===== config.mk =====
export PLATFORM = sky130hd
export DESIGN_NAME = tagged_flux_fifo_flat
export DESIGN_NICKNAME = d
export VERILOG_FILES = /design/src/rtl/tagged_flux_fifo_if.sv /design/src/rtl/tagged_flux_fifo.sv /design/src/flat_wrapper.sv
export SDC_FILE = /design/constraint.sdc
export NUM_CORES = 1
export LEC_CHECK = 0
export BUFFER_PORTS_ARGS = -buffer_cell sky130_fd_sc_hd__buf_2
export CAP_MARGIN = 20
export CORE_MARGIN = 4
export CORE_UTILIZATION = 55
export CTS_CLUSTER_DIAMETER = 200
export DETAILED_ROUTE_END_ITERATION = 10
export PLACE_DENSITY_LB_ADDON = 0.2
export SYNTH_ARGS = -nofsm -noshare
export SYNTH_HDL_FRONTEND = slang
export SYNTH_SLANG_ARGS = --single-unit

===== constraint.sdc =====
create_clock -name clk -period 4.1 [get_ports clk]
set_input_delay 0.41 -clock clk [delete_from_list [all_inputs] [get_ports clk]]
set_output_delay 0.41 -clock clk [all_outputs]
set_load 0.03 [all_outputs]

===== src/rtl/tagged_flux_fifo_if.sv =====
// Handshake bundle for tagged_flux_fifo: tagged token in, shared head word out,
// per-flux empty/read lanes, per-flux occupancy and sticky error flags.
interface tagged_flux_fifo_if #(
  parameter int DATA_WIDTH = 8,
  parameter int FLUX       = 2,
  parameter int DEPTH      = 4
);
  localparam int TAG_W = $clog2(FLUX);
  localparam int CW    = $clog2(DEPTH + 1);

  logic [DATA_WIDTH+TAG_W-1:0] din;
  logic                        write;
  logic                        full;
  logic [DATA_WIDTH+TAG_W-1:0] dout;
  logic [FLUX-1:0]             read;
  logic [FLUX-1:0]             empty;
  logic [FLUX*CW-1:0]          occ;
  logic [2:0]                  err;

  modport master (
    output din, write, read,
    input  full, dout, empty, occ, err
  );

  modport slave (
    input  din, write, read,
    output full, dout, empty, occ, err
  );
endinterface


===== src/rtl/tagged_flux_fifo.sv =====
// Single-stream FIFO of tagged tokens; the head entry's tag decides which
// flux sees a non-empty lane and may pop it.
module tagged_flux_fifo #(
  parameter int DATA_WIDTH = 8,
  parameter int FLUX       = 2,
  parameter int DEPTH      = 4
) (
  input logic               clk,
  input logic               rst,
  tagged_flux_fifo_if.slave bus
);
  localparam int TAG_W = $clog2(FLUX);
  localparam int PW    = $clog2(DEPTH);
  localparam int CW    = $clog2(DEPTH + 1);
  localparam int W     = DATA_WIDTH + TAG_W;
  localparam logic [TAG_W:0] FLUX_L  = (TAG_W + 1)'(FLUX);
  localparam logic [PW:0]    DEPTH_L = (PW + 1)'(DEPTH);

  logic [W-1:0]    r_mem [DEPTH];
  logic [PW-1:0]   r_wr_ptr;
  logic [PW-1:0]   r_rd_ptr;
  logic [PW:0]     r_count;
  logic            r_full;
  logic [CW-1:0]   r_occ [FLUX];
  logic [2:0]      r_err;

  logic [TAG_W-1:0] w_in_tag;
  logic [TAG_W-1:0] w_head_tag;
  logic             w_tag_ok;
  logic [FLUX-1:0]  w_empty;
  logic             w_push;
  logic             w_pop;
  logic [PW:0]      w_count_nxt;
  logic [FLUX-1:0]  w_inc;
  logic [FLUX-1:0]  w_dec;

  always_comb begin
    w_in_tag   = bus.din[W-1:DATA_WIDTH];
    w_head_tag = r_mem[r_rd_ptr][W-1:DATA_WIDTH];
    w_tag_ok   = ({1'b0, w_in_tag} < FLUX_L);
    for (int f = 0; f < FLUX; f++) begin
      w_empty[f] = (r_count == '0) || (w_head_tag != TAG_W'(f));
    end
    w_push = bus.write && !r_full && w_tag_ok;
    // Only the head's lane can be non-empty, so any read on a live lane is the pop.
    w_pop  = |(bus.read & ~w_empty);
    w_count_nxt = r_count + (PW + 1)'(w_push) - (PW + 1)'(w_pop);
    for (int f = 0; f < FLUX; f++) begin
      w_inc[f] = w_push && (w_in_tag == TAG_W'(f));
      w_dec[f] = w_pop && (w_head_tag == TAG_W'(f));
    end
  end

  always_ff @(posedge clk or posedge rst) begin
    if (rst) begin
      for (int i = 0; i < DEPTH; i++) r_mem[i] <= '0;
      for (int f = 0; f < FLUX; f++) r_occ[f] <= '0;
      r_wr_ptr <= '0;
      r_rd_ptr <= '0;
      r_count  <= '0;
      r_full   <= 1'b0;
      r_err    <= '0;
    end else begin
      if (w_push) begin
        r_mem[r_wr_ptr] <= bus.din;
        r_wr_ptr        <= r_wr_ptr + PW'(1);
      end
      if (w_pop) r_rd_ptr <= r_rd_ptr + PW'(1);
      r_count <= w_count_nxt;
      r_full  <= (w_count_nxt == DEPTH_L);
      for (int f = 0; f < FLUX; f++) begin
        case ({w_inc[f], w_dec[f]})
          2'b10:   r_occ[f] <= r_occ[f] + CW'(1);
          2'b01:   r_occ[f] <= r_occ[f] - CW'(1);
          default: r_occ[f] <= r_occ[f];
        endcase
      end
      r_err[0] <= r_err[0] | (bus.write & r_full);
      r_err[1] <= r_err[1] | (|(bus.read & w_empty));
      r_err[2] <= r_err[2] | (bus.write & ~r_full & ~w_tag_ok);
    end
  end

  always_comb begin
    bus.dout  = r_mem[r_rd_ptr];
    bus.empty = w_empty;
    bus.full  = r_full;
    bus.err   = r_err;
    bus.occ   = '0;
    for (int f = 0; f < FLUX; f++) begin
      bus.occ[f*CW +: CW] = r_occ[f];
    end
  end
endmodule

===== src/flat_wrapper.sv =====
// flat-port wrapper written by rule: the top's interface ports become plain ports
module tagged_flux_fifo_flat 
#(
  parameter int DATA_WIDTH = 8,
  parameter int FLUX       = 2,
  parameter int DEPTH      = 4
)
  (clk, rst, bus_din, bus_write, bus_read, bus_full, bus_dout, bus_empty, bus_occ, bus_err);
  tagged_flux_fifo_if #(.DATA_WIDTH(DATA_WIDTH), .FLUX(FLUX), .DEPTH(DEPTH)) bus_i ();
  input logic clk;
  input logic rst;
  input wire logic [$bits(bus_i.din)-1:0] bus_din;
  input wire logic [$bits(bus_i.write)-1:0] bus_write;
  input wire logic [$bits(bus_i.read)-1:0] bus_read;
  output wire logic [$bits(bus_i.full)-1:0] bus_full;
  output wire logic [$bits(bus_i.dout)-1:0] bus_dout;
  output wire logic [$bits(bus_i.empty)-1:0] bus_empty;
  output wire logic [$bits(bus_i.occ)-1:0] bus_occ;
  output wire logic [$bits(bus_i.err)-1:0] bus_err;
  assign bus_i.din = bus_din;
  assign bus_i.write = bus_write;
  assign bus_i.read = bus_read;
  assign bus_full = bus_i.full;
  assign bus_dout = bus_i.dout;
  assign bus_empty = bus_i.empty;
  assign bus_occ = bus_i.occ;
  assign bus_err = bus_i.err;
  tagged_flux_fifo #(.DATA_WIDTH(DATA_WIDTH), .FLUX(FLUX), .DEPTH(DEPTH)) u_core (.clk(clk), .rst(rst), .bus(bus_i));
endmodule

==> results of run 1 <==
-- cell families after synthesis --
| group | count (synthesis) |
|---|---|
| buffers and inverters | 20 |
| multiplexers | 47 |
| AO/OA/AOI/OAI | 10 |
| XOR/XNOR | 11 |
| other | 1 |
| flip-flops | 52 |
| adder cells (fa/ha/maj) | 11 |
| AND/OR/NAND/NOR | 20 |
-- through the flow --
stage | utilization [%] | hold WS [ps] | std cells | instance area (um2)
2_1_floorplan | - | 470 | 172 | 2440
3_3_place_gp | 63.8 | 435 | 250 | 2650
3_5_place_dp | 63.8 | 442 | 250 | 2650
4_1_cts | 66.5 | 302 | 258 | 2760
5_1_grt | 67.0 | 0.387 | 259 | 2780
6_report | 67.0 | 1.41 | 259 | 2780
-- state kept, by name, summed over array words and instances (netlist names) --
register and flops:
u_core.r_mem 36, u_core.bus.occ 6, u_core.r_count 3, u_core.bus.err 2, u_core.r_rd_ptr 2, u_core.r_wr_ptr 2
u_core.bus.full 1
-- final timing paths --
kind / slack (ps) / end / start
setup / recovery: 1220 / u_core.bus.full / u_core.r_rd_ptr[1]
hold / removal: 1 / u_core.bus.err[1] / rst
setup reg to reg: 1220 / u_core.bus.full / u_core.r_rd_ptr[1]
hold reg to reg: 460 / u_core.bus.err[0] / u_core.bus.err[0]
max in group asynchronous: 3620 / u_core.r_wr_ptr[0] / rst
min in group clk: 310 / u_core.bus.err[0] / bus_write
-- layout make-up --
cell class	count	area (um2)
fillers	335	1370
inverters	14	52.6
well taps	50	62.6
multi-input cells	100	1060
clock inverters	3	42.5
repair buffers	35	193
flip-flops and latches	52	1300
clock buffers	5	68.8
-- synthesized netlist by cell type, drive strengths merged --
cell and n:
buf 5, o31ai 2, nand2b 1, dfrtp 52
nand2 8, nor3 1, o21ai 4, mux2 36
ha 8, a21o 1, nor3b 1, conb 1
xnor2 4, a22oi 1, fa 3, clkbuf 1
xor2 7, o311ai 2, inv 14, nor2 5
nor2b 2, mux2i 2, or2 1, and2 1
mux4 9
-- routing by layer --
metal | part of all wire (%) | global-route usage, %
met3 | 4.0 | 4.41
met2 | 51 | 30.0
met4 | 2.0 | 7.31
met1 | 43 | 22.4
met5 | 0 | 0
-- critical path, stage by stage, from the launching register on --
cell     delay [ps]
dfrtp_1         670
mux4_2          480
mux2i_2         200
ha_1            300
inv_1            40
ha_1            200
fa_1            380
xor2_1          160
xnor2_1         190
nor3b_1         190
==> impl_metrics.yaml, run 1 <==
finish:
  drive_gt1_share_pct: 42.6
  layout_common_cells: "dfrtp_1, mux2_2, buf_2"
  nNetsFinal: 233
  final_common_cell: "dfrtp_1"
  n_antenna_cell: 0
  syn2layout_area_growth_pct: 13.6
synthesis:
  yosys_warnings: 0
  ys_ff_latch: 52
  postSynthAreaPerCell_um2: 14.2
  yosysSeqAreaShare_pct: 53.3
  synth_fa_ha_area_share_pct: 6.55
  yosys.area_share.simple_pct: 3.79
  netlist.area_leader.share_pct: 53.3
  synth-compound-area-share_pct: 2.76
  synth_nets: 197
  synth_area_leaders: "dfrtp_1, mux2_2, mux4_2"
  synthXorXnorAreaFrac_pct: 3.94
  muxShareOfSynthArea_pct: 26.0
  syn_inst: 172
  synth.distinct_cells: 28
  synth_top_family_by_area: "multiplexers"
  synth_top_area_cell: "dfrtp_1"
  syn_area_um2: 2440
timing:
  relSlewSlack_pct: 52.8
  hold_viol: 0
  final-max-slew-violation-count: 0
  setup_viol: 0
  tightest_slew_ps: 707
  fin_crit_ps: 2880
  setup_slack_ps: 1220
  period_share_pct: 70.4
  tns_ps: 0
  max_clock_freq_mhz: 347
  fin_worst_skew_ps: 4.96
  rsz0062_at_grt: "false"
global_routing:
  grtUsageTotal_pct: 17.9
  grt_max_degree: 53
  grt_pass1_vias: 1573
  grt_pass1_wl_um: 7320
  grt.overflow.total: 0
  antenna_found_initial: 0
clocking:
  cts_hold_buf: 0
  clk_pin_slew_ps: 100
  clkSinkCount: 52
  cts_tree: "done"
  clkLatencyLatePin_ps: 300
  numCtsBuffers: 5
  cts_resized: 0
  cts_max_level: 2
  root_buffer: "clkbuf_8"
  clk_path_buf_depth: 2
  cts_setup_buffers: 0
detailed_routing:
  avgRoutedWirePerCell_um: 17.3
  antenna_left: 0
  wl_um: 4470
  vias_per_cell: 5.53
  vias: 1432
  dr.pass1.iters: 4
  route.detailed.drc: 0
  drt-initial-drc-count: 63
placement:
  dpl.hpwl_um: 3210
  gp_congestion: 0.798
  pre_cts_ws_ps: 1230
  port-buffer-count: 33
run:
  max_cap_violations: 0
floorplan:
  io_pins: 35
  die_w_um: 74.7
  start_util_pct: 59.0
  num_rows: 23
  core_area_um2: 4140
  die_area_um2: 5570
  die_y_um: 74.7
worst_setup_path:
  critical_path_arrival_ps: 3110
  crit_fanout: 10
  critPathLaunchType: "flop"
  reg2regPathDepth: 9
  critPathKind: "reg2reg"
  required_ps: 4330
  crit_path_end_kind: "flop"
worst_hold_path:
  hp-class: "in2async"
status:
  status: "finished, final reports clean"
Power of run 1 is not shown: default switching activity piles up to over one toggle a cycle in this logic, so the estimate is an artifact.
==> run 2, diff against run 1 <==
Settings changed: CORE_UTILIZATION 55 to 51.
Clock period 4.1 ns to 2.4 ns, I/O delays scaled along.
==> run 2 against run 1 <==
Against the previous run:
- flip-flop and latch count stayed put
- the run now ends with setup timing left
- worst hold slack better by 150 ps
- via count is 4.3% higher
- critical path depth stayed put
- critical endpoint unchanged
- global-route usage is 0.89 points lower
- clock-buffer cell count is 1 higher
- design area is 4.4% higher
- largest cell class unchanged
- maximum frequency is 13% higher
==> impl_metrics.yaml, run 2 (synthesis results as in run 1) <==
finish:
  n_fill_cell: 339
  final_common_cell: "dfrtp_1"
  regArea_um2: 1300
  nNetsFinal: 244
  final_core_util_pct: 64.4
  syn2layout_area_growth_pct: 18.6
  largest_reg_flops: 36
  layout_common_cells: "dfrtp_1, mux2_2, buf_2"
  drive_gt1_share_pct: 49.5
  multi_input_area_um2: 1090
  regMostFlops: "u_core.r_mem"
  n_antenna_cell: 0
worst_setup_path:
  critical_path_arrival_ps: 2780
  critPathLaunchType: "flop"
  slowest_delay_ps: 560
  crit_chain: "mux4_2 -> mux2i_2 -> ha_1 -> inv_1 -> ha_2 -> fa_2 -> xor2_2 -> xnor2_1 -> nor3b_2"
  rr_startpoint: "u_core.r_rd_ptr[0]"
  critPathSlowestCell: "mux4_2"
  critPathKind: "reg2reg"
  cp.buffers_inverters: 1
  reg2regPathDepth: 9
  path_delay_family: "adder cells"
  crit_fanout: 2
  worst-r2r-setup-slack_ps: -150
  required_ps: 2630
  crit_cells: 9
  r2r-end: "u_core.bus.full"
  crit_path_end_kind: "flop"
floorplan:
  io_pins: 35
  die_y_um: 77.2
  die_w_um: 77.2
  num_rows: 24
  start_util_pct: 54.3
  core_area_um2: 4500
  die_area_um2: 5960
detailed_routing:
  antenna_left: 0
  dr.pass1.iters: 4
  vias_per_cell: 5.49
  vias: 1494
  avgRoutedWirePerCell_um: 17.2
  route.detailed.drc: 0
  wl_um: 4680
  drt-initial-drc-count: 83
run:
  max_cap_violations: 0
timing:
  relSlewSlack_pct: 66.5
  fin_crit_ps: 2550
  setup_viol: 3
  tns_ps: -229
  rsz0062_at_grt: "true"
  fin_worst_skew_ps: 1.46
  max_clock_freq_mhz: 393
  final-max-slew-violation-count: 0
  tightest_slew_ps: 502
  setup_slack_ps: -147
  period_share_pct: 106
  hold_viol: 0
clocking:
  root_buffer: "clkbuf_8"
  clk_path_buf_depth: 2
  clkLatencyLatePin_ps: 300
  clkSinkCount: 52
  numCtsBuffers: 5
  cts_tree: "done"
  clk_pin_slew_ps: 90
  cts_max_level: 2
global_routing:
  use_met2_pct: 27.9
  grt_max_degree: 34
  grt_use_met3_pct: 4.22
  met1_usage_pct: 22.0
  grt_pass1_wl_um: 7910
  grt_pass1_vias: 1637
  grt.busiest_layer: "met2"
  antenna_found_initial: 0
  grtUsageTotal_pct: 17.0
  grt.overflow.total: 0
worst_hold_path:
  hold_path_depth: 2
  hp-class: "in2reg"
  hold_end: "u_core.bus.err[0]"
  worstHoldStart: "bus_write"
placement:
  port-buffer-count: 33
  dpl.hpwl_um: 3400
  gp_congestion: 0.726
status:
  status: "complete, but fails checks"
  violations: "setup timing"
==> run 2: stage by stage <==
step	cells	hold WS (ps)	area, um2	worst slack, ps
2_1_floorplan	172	361	2450	-129
3_3_place_gp	260	243	2720	-57.7
3_5_place_dp	260	251	2720	-165
4_1_cts	270	145	2860	-140
5_1_grt	272	158	2900	-269
6_report	272	151	2900	-147
==> run 2: worst max-delay path by stage <==
stage	startpoint	to	slack [ps]
finish	u_core.r_rd_ptr[0]	u_core.bus.full	-150
global route	u_core.r_rd_ptr[0]	u_core.bus.full	-270
CTS	u_core.r_rd_ptr[0]	u_core.bus.full	-140
detailed placement	u_core.r_rd_ptr[0]	u_core.bus.full	-170
global placement	u_core.r_rd_ptr[0]	u_core.bus.full	-60
floorplan	u_core.r_rd_ptr[0]	u_core.bus.full	-130
==> run 2: cell type report <==
class / count / share of cell area (%)
flip-flops and latches: 52 / 44.9
well taps: 52 / 2.24
clock buffers: 6 / 2.85
repair buffers: 46 / 9.28
inverters: 14 / 1.81
clock inverters: 2 / 1.34
multi-input cells: 100 / 37.6
==> run 2: metal layers <==
layer | wire length, um | part of all wire (%)
met1 | 2060 | 44
met2 | 2380 | 51
met3 | 174 | 3.7
met4 | 68 | 1.5
met5 | 0 | 0
==> run 2: worst reg2reg max path, stage by stage (launching register included) <==
cell,delay (ps)
dfrtp_1,390
mux4_2,560
mux2i_2,180
ha_1,300
inv_1,40
ha_2,180
fa_2,350
xor2_2,160
xnor2_1,150
nor3b_2,180
==> run 2: timing repair <==
item                                    4_1_cts  5_1_grt
buffers inserted                              1        2
hold buffers                                  1        0
endpoints found under the hold margin        19        0
gates resized for setup                       1        9
pin swaps                                     0        3
cloned                                        0        0
endpoints found under the setup margin        2        5
Power of run 2 is left out for the same reason.
==> run 3, diff against run 2 <==
Clock period 2.4 ns to 2.1 ns, I/O delays scaled along.
==> run 3 against run 2 <==
Against the previous run:
- the flow still finishes with violations (setup timing)
- design area is 2.2% higher
- routed wire length is 1.6% higher
- utilization is 1.4 points higher
- global-route usage is 0.20 points higher
- flip-flop and latch count stayed put
- clock-buffer cell count is 1 higher
- first-iteration DRC count is 31% lower
- critical path depth stayed put
- sequential share of layout area is 0.99 points lower
- clock skew is 6.6 ps higher
==> impl_metrics.yaml, run 3 (synthesis results as in run 1) <==
timing:
  relSlewSlack_pct: 47.5
  fin_crit_ps: 2520
  final-max-slew-violation-count: 0
  period_share_pct: 120
  setup_slack_ps: -420
  max_clock_freq_mhz: 397
  rsz0062_at_grt: "true"
  setup_viol: 9
  hold_viol: 0
  tightest_slew_ps: 786
  whs_ps: 37.5
  fin_worst_skew_ps: 8.06
placement:
  dp.cells: 268
  port-buffer-count: 33
  gp_congestion: 0.765
  dpl.hpwl_um: 3380
  place_area_um2: 2790
clocking:
  cts_max_level: 2
  cts_tree: "done"
  cts_hold_buf: 0
  root_buffer: "clkbuf_8"
  clk_path_buf_depth: 2
  clkLatencyLatePin_ps: 310
  clk_pin_slew_ps: 90
  numCtsBuffers: 5
  clkSinkCount: 52
floorplan:
  die_w_um: 77.2
  core_area_um2: 4500
  start_util_pct: 54.3
  num_rows: 24
  die_y_um: 77.2
  io_pins: 35
  die_area_um2: 5960
global_routing:
  grtUsageTotal_pct: 17.2
  antenna_found_initial: 0
  grt_pass1_vias: 1686
  grt.overflow.total: 0
  grt_pass1_wl_um: 7840
  grt_max_degree: 39
worst_setup_path:
  crit_fanout: 2
  cp.buffers_inverters: 1
  path_delay_family: "adder cells"
  crit_path_end_kind: "flop"
  required_ps: 2340
  critPathKind: "reg2reg"
  critical_path_arrival_ps: 2760
  slowest_delay_ps: 550
  critPathSlowestCell: "mux4_2"
  crit_chain: "mux4_2 -> mux2i_2 -> ha_1 -> inv_1 -> ha_2 -> fa_2 -> xor2_2 -> xnor2_1 -> nor3b_2"
  critPathLaunchType: "flop"
finish:
  largest_reg_flops: 36
  n_antenna_cell: 0
  finalNonFillerCells: 278
  drive_gt1_share_pct: 52.7
  n_fill_cell: 331
  syn2layout_area_growth_pct: 21.3
  layout_common_cells: "dfrtp_1, mux2_2, buf_2"
  nNetsFinal: 250
  final_common_cell: "dfrtp_1"
  regMostFlops: "u_core.r_mem"
  finalInstanceArea_um2: 2960
detailed_routing:
  drt-initial-drc-count: 57
  wl_um: 4760
  vias: 1482
  vias_per_cell: 5.33
  antenna_left: 0
  dr.pass1.iters: 3
  route.detailed.drc: 0
  avgRoutedWirePerCell_um: 17.1
status:
  status: "complete, but fails checks"
  violations: "setup timing"
power:
  power_leakage_uw: 0.00136
  irDropWorstVdd_uv: 1080
  fin_total_pwr_uw: 5640
  powerDensity_nw_per_um2: 1900
run:
  max_cap_violations: 0
worst_hold_path:
  hp-class: "in2async"
-- run 3: cell types whose count changed in the layout (fill, tap and decap cells not counted), sizes merged --
cell	previous run	this run
clkinvlp	0	1
dlygate4sd3	1	0
buf	45	52
bufinv	1	0
clkbuf	6	7
clkinv	1	0
-- run 3: area by class of cell --
| cell class | count | area [um2] | area share, % |
|---|---|---|---|
| tap | 52 | 65.1 | 2.20 |
| multi-input combinational | 100 | 1130 | 38.0 |
| timing repair buffer | 52 | 324 | 10.9 |
| sequential | 52 | 1300 | 43.9 |
| clock buffer | 7 | 86.3 | 2.91 |
| inverter | 14 | 52.6 | 1.77 |
| clock inverter | 1 | 7.51 | 0.253 |
-- run 3: per-layer routing --
metal  share of wire, %  routed length (um)  GRT usage, %
met3                4.1                 195          4.80
met5                  0                   0             0
met2                 51                2430          30.0
met1                 43                2040          20.0
met4                2.0                  97          6.76
-- run 3: what timing repair did --
action / 4_1_cts / 5_1_grt
gates resized for setup: 12 / 5
pin swaps: 3 / 4
buffers inserted: 2 / 0
endpoints found under the setup margin: 8 / 10
-- run 3: metrics by stage --
| step | TNS [ps] | worst slack (ps) | utilization, % |
|---|---|---|---|
| 3_3_place_gp | -1160 | -334 | 61.8 |
| 5_1_grt | -2760 | -552 | 65.8 |
| 2_1_floorplan | -949 | -403 | - |
| 6_report | -1800 | -420 | 65.8 |
| 4_1_cts | -2000 | -440 | 65.1 |
| 3_5_place_dp | -1600 | -413 | 61.8 |
-- run 3: path summary, 6_finish.rpt --
kind / to / startpoint / slack (ps) / cells past startpoint
setup / recovery: u_core.bus.full / u_core.r_rd_ptr[0] / -420 / 9
hold / removal: u_core.r_mem[34] / rst / 40 / 2
hold reg to reg: u_core.bus.occ[2] / u_core.bus.occ[2] / 470 / 1
min in group clk: u_core.bus.err[0] / bus_write / 120 / 2
max in group asynchronous: u_core.r_mem[9] / rst / 1440 / 3
setup reg to reg: u_core.bus.full / u_core.r_rd_ptr[0] / -420 / 9
-- run 3: where the power goes --
group	internal [uW]	switching (uW)	total [uW]
Clock	268	329	597
Sequential	1510	283	1800
Combinational	1580	1660	3240
Total	3360	2270	5640
Power figures use the tool's default switching activity.
